$ cat src/rtl/rol32_seq.sv
// rol32_seq: multi-cycle rotate-left unit, one bit per clock, start/busy/done handshake
module rol32_seq #(
  parameter int WIDTH = 32,
  parameter int SHW = 5
) (
  input  logic             clk,
  input  logic             clr,
  input  logic             start,
  input  logic [WIDTH-1:0] in,
  input  logic [31:0]      num_shifts,
  output logic             busy,
  output logic             done,
  output logic [WIDTH-1:0] out
);
  typedef enum logic [1:0] {IDLE, SHIFT, DONE} state_t;
  state_t state_q, state_d;
  logic [SHW-1:0] count_q, count_d;
  logic [WIDTH-1:0] out_q, out_d;
  logic unused_hi;
  assign unused_hi = ^num_shifts[31:SHW];
  always_comb begin
    state_d = state_q;
    count_d = count_q;
    out_d = out_q;
    case (state_q)
      IDLE: if (start) begin
        out_d = in;
        count_d = num_shifts[SHW-1:0];
        state_d = |num_shifts[SHW-1:0] ? SHIFT : DONE;
      end
      SHIFT: begin
        out_d = {out_q[WIDTH-2:0], out_q[WIDTH-1]};
        count_d = count_q - 1'b1;
        state_d = count_q == SHW'(1) ? DONE : SHIFT;
      end
      default: state_d = IDLE;
    endcase
  end
  always_ff @(posedge clk) begin
    if (!clr) begin
      state_q <= IDLE;
      count_q <= '0;
      out_q <= '0;
    end else begin
      state_q <= state_d;
      count_q <= count_d;
      out_q <= out_d;
    end
  end
  assign busy = state_q != IDLE;
  assign done = state_q == DONE;
  assign out = out_q;
endmodule
$ cat config.mk
export PLATFORM = sky130hd
export DESIGN_NAME = rol32_seq
export DESIGN_NICKNAME = d
export VERILOG_FILES = /design/src/rtl/rol32_seq.sv
export SDC_FILE = /design/constraint.sdc
export NUM_CORES = 1
export LEC_CHECK = 0
export ABC_AREA = 1
export BUFFER_PORTS_ARGS = -buffer_cell sky130_fd_sc_hd__buf_2
export CAP_MARGIN = 40
export CORE_ASPECT_RATIO = 0.9
export CORE_UTILIZATION = 40
export CTS_BUF_LIST = sky130_fd_sc_hd__clkbuf_2 sky130_fd_sc_hd__clkbuf_4 sky130_fd_sc_hd__clkbuf_8
export DETAILED_ROUTE_END_ITERATION = 8
export PLACE_DENSITY_LB_ADDON = 0.05
export SLEW_MARGIN = 25
export SYNTH_ARGS = -nofsm -noshare
export SYNTH_HDL_FRONTEND = slang
export SYNTH_SLANG_ARGS = --single-unit
$ cat constraint.sdc
create_clock -name clk -period 1.5 [get_ports clk]
set_input_delay 0.075 -clock clk [delete_from_list [all_inputs] [get_ports clk]]
set_output_delay 0.075 -clock clk [all_outputs]
set_load 0.01 [all_outputs]
# After elaboration in Yosys (flattened, before gate mapping)
# Cells that the tools add are included.
# totals
word_cells,21
in_bits,67
output_inout_bits,34
register_bits,39
# classes
n_addsub,1
reduce_logical,5
n_eq_ne,4
mux,8
# ops
op,n
32-bit case mux with 2 select lines,1
32-bit 2-to-1 mux,1
5-bit case mux with 2 select lines,1
2-bit 2-to-1 mux,3
"5-bit by 1-bit == test with 1-bit output, second input constant",1
5-bit 2-to-1 mux,1
5-bit OR reduction,1
"5-bit by 1-bit subtractor with 5-bit output, second input constant",1
2-bit case mux with 2 select lines,1
2-bit nonzero test,2
"2-bit by 1-bit == test with 1-bit output, second input constant",1
"2-bit == test, second input constant",1
2-bit zero test,1
"2-bit inequality test, second input constant",1
2-bit AND reduction,1

# Logic depth before layout (Yosys ltp)
# logic_depth
depth_word,4
mapped_depth,7
mapped_depth_nobuf,7

# Worst setup path before layout
# Ideal clock, no wire load.
# synth_path
kind,reg-to-reg
from,register state_q[0]
to,"register out_q[10], in the netlist out[10]"
arrival_ns,1.031
n_path_buf,1
setup_ns,0.116
t_required_ns,1.384
path_slack_ns,0.353
path_stages_with_launch,5
period_less_slack_ns,1.147
path_cell_list,dfxtp_1 > o21ai_2 > inv_2 > clkbuf_1 > o211a_1
# synth_between
elab_chain_len,3
elab_cells_between_ends,6
cone_classes,2 x eq/ne; 1 x mux; 3 x reduce/logical
# synth_rtl
item,line_no,source
from (decl),16,"state_t state_q, state_d;"
from (signal assigned),45,state_q <= state_d;
2-bit by 1-bit == test with 1-bit output / 2-bit zero test (equally long branches),25,case (state_q)
2-bit nonzero test (no line) / 2-bit inequality test (equally long branches),-,
2-bit AND reduction (no line),-,
to (signal assigned),47,out_q <= out_d;
to (decl),18,"logic [WIDTH-1:0] out_q, out_d;"
# Several ways; a longest one is shown, not always the timed one.
# A chain may end at the register's enable or synchronous reset.

# Worst setup path after layout
# layout_path
from,register state_q[0]
to,"register out_q[30], in the netlist out[30]"
# Same word-level chain as after synthesis.

==> results.cfg <==
[grt]
overflow = 0
grt_max_degree = 48
grt.total_usage = 0.194
grt_pass1_vias = 1676
grt_pass1_wl_mm = 7.40
antenna_found_initial = 0

[sta]
fmax_mhz = 794
hold_slack_ps = 124
tightest_slew_ps = 437
fin_ws_ps = 241
slew_headroom = 0.709
finClkSkew_ps = 5.51
min_period_over_period = 0.839
setup_viol = 0
finalSetupTns_ps = 0
hold_viol_final = 0
min_period_ps = 1260
slew_viol_final = 0
grt_setup_unrepaired = no

[logic_synthesis]
ys.flop_type = dfxtp_1
synthesis.area_um2 = 1900
synth_compound_area_frac = 0.204
synth_nets = 325
yosys.area_share.simple = 0.296
synth_area_per_cell_um2 = 7.41
async_reset_ff_frac = 0
synthMuxAreaShare = 0
synth.area.top_cells = dfxtp_1 41%, nand2_1 16%, o211a_1 15%
ys_types = 18
synthXorXnorAreaFrac = 0
synthMostInstantiatedCell = nand2_1
ys_ff_latch = 39
synthTopCellsByCount = 81 x nand2_1, 39 x dfxtp_1, 34 x nand3_1
synthAdderAreaFrac = 0.0132
yosysTopAreaCellShare = 0.412
synthCells = 256
ys_seq_area_frac = 0.412
synth_top_family_by_area = simple AND/OR/NAND/NOR gates
yosysTopAreaCell = dfxtp_1
yosys_warnings = 0
synth_edf_count = 0

[cells_and_area]
fin_cells = 390
ff_latch_area_um2 = 781
syn_to_final_growth_pct = 27.9
drive_gt1_frac = 0.290
nets = 396
multi_input_area_um2 = 972
antenna_cells = 0
nFillCells = 490

[worst_setup_path]
critPathMaxFanout = 47
reg2reg_to = out[30]
cp-start-kind = flip-flop
rrSetupSlack_ps = 240
crit_path_max_incr_delay_ps = 450
cp.depth = 5
path_class = flip-flop to flip-flop
r2r-start = state_q[0]
crit_end = out[30]
crit_family = flip-flops
worstPathRequired_ps = 1680
critPathLaunch = state_q[0]
cp-end-kind = flip-flop
cp.arrival_ps = 1440
r2r_cells = 5
path_cells = o21ai_2 -> inv_2 -> buf_12 -> nand3_1 -> o211a_1
path_buf_inv = 2
slowest_stage = dfxtp_1

[route]
dr.pass1.iters = 4
vias_per_cell = 4.86
vias = 1896
drt-total-wl_mm = 4.59
drt_iter0_markers = 83
wl_per_cell_um = 11.8
antenna_left = 0
drc = 0

[placed_design]
io_buffers = 73
place_congestion = 0.756
hpwl_mm = 3.18
place_ws_ps = 257
placed_cells = 382

[clock_tree]
cts_buffers = 5
ctsResizeCount = 0
tritoncts = yes
cts-root-buf = clkbuf_8
clock_sinks = 39
clockBufferDepth = 2
htreeDepth = 2
clk_latency_ps = 280
postCtsSetupRepairBufs = 0
postCtsHoldBufs = 0
clk_pin_slew_ps = 80

[worst_hold_path]
holdCritPathClass = input pin to flip-flop

[floorplan]
fp-row-count = 23
die-height_um = 67.3
ioPinCount = 101
core_um2 = 4490
fp.dieArea_um2 = 5020
start_util = 0.423
die_x_um = 74.6

[power]
irDropWorstVdd_uv = 615
power_density_nw_per_um2 = 1090
p_leak_uw = 0.00141

[run]
maxCapViolCount = 0

[status]
status = finished, final reports clean
layout make-up:
type,count,area share
inverter,13,0.0201
multi-input combinational,186,0.401
tap,62,0.0320
clock inverter,1,0.00206
timing repair buffer,82,0.189
clock buffer,7,0.0346
sequential,39,0.322
stage by stage:
stage / util / area (um2) / power, uW
finish: 0.540 / 2430 / 2650
global route: 0.540 / 2430 / 2820
CTS: 0.540 / 2430 / 2680
detailed placement: 0.521 / 2340 / 1960
global placement: 0.521 / 2340 / 1950
floorplan: - / 1900 / 1700
registers in the layout, indices dropped and copies added (netlist names):
name,count
out,32
count_q,5
state_q,2
worst min-delay path by stage:
stage	from	depth (start not counted)	end
detailed placement	in[3]	4	out[3]
finish	in[8]	4	out[8]
global placement	num_shifts[2]	3	count_q[2]
CTS	in[8]	4	out[8]
floorplan	start	2	state_q[1]
global route	in[18]	4	out[18]
cell usage in the layout, fill, tap and decap left out:
master    synthesis  routed
nor2_1           20      20
buf_2             7      73
o21ai_0           3       3
o211a_1          28      28
nand3_1          34      34
buf_4             3       7
inv_1            10      10
ha_1              2       2
clkbuf_8          0       5
dfxtp_1          39      39
o21ai_1           8       8
a21oi_1           7       7
clkbuf_4          0       2
o21ai_2           1       1
nor2_4            1       1
buf_12            0       2
inv_2             3       3
nand2_1          81      81
o211ai_1          1       1
clkinv_2          0       1
worst register-to-register path: cells and delay by family (launching register included):
| kind | cells | cell delay [ps] |
|---|---|---|
| compound gates | 2 | 230 |
| buf+inv | 2 | 360 |
| simple gates | 1 | 120 |
| flops | 1 | 450 |
power by group:
part,switching (uW),internal [uW]
logic,383,307
clock network,354,363
registers,88.1,1150
routing by layer:
metal,vias to the layer above,GRT usage,part of all wire
li1,994,-,-
met5,-,0,0
met3,5,0.0507,0.053
met2,44,0.327,0.46
met4,0,0.0637,0.010
met1,853,0.241,0.48
cell families after synthesis:
logic type	Yosys count
adder cells (fa/ha/maj)	2
flip-flops	39
AND/OR/NAND/NOR	136
buffers and inverters	31
AO/OA/AOI/OAI	48
No activity file was read; power rests on OpenSTA's default activity.
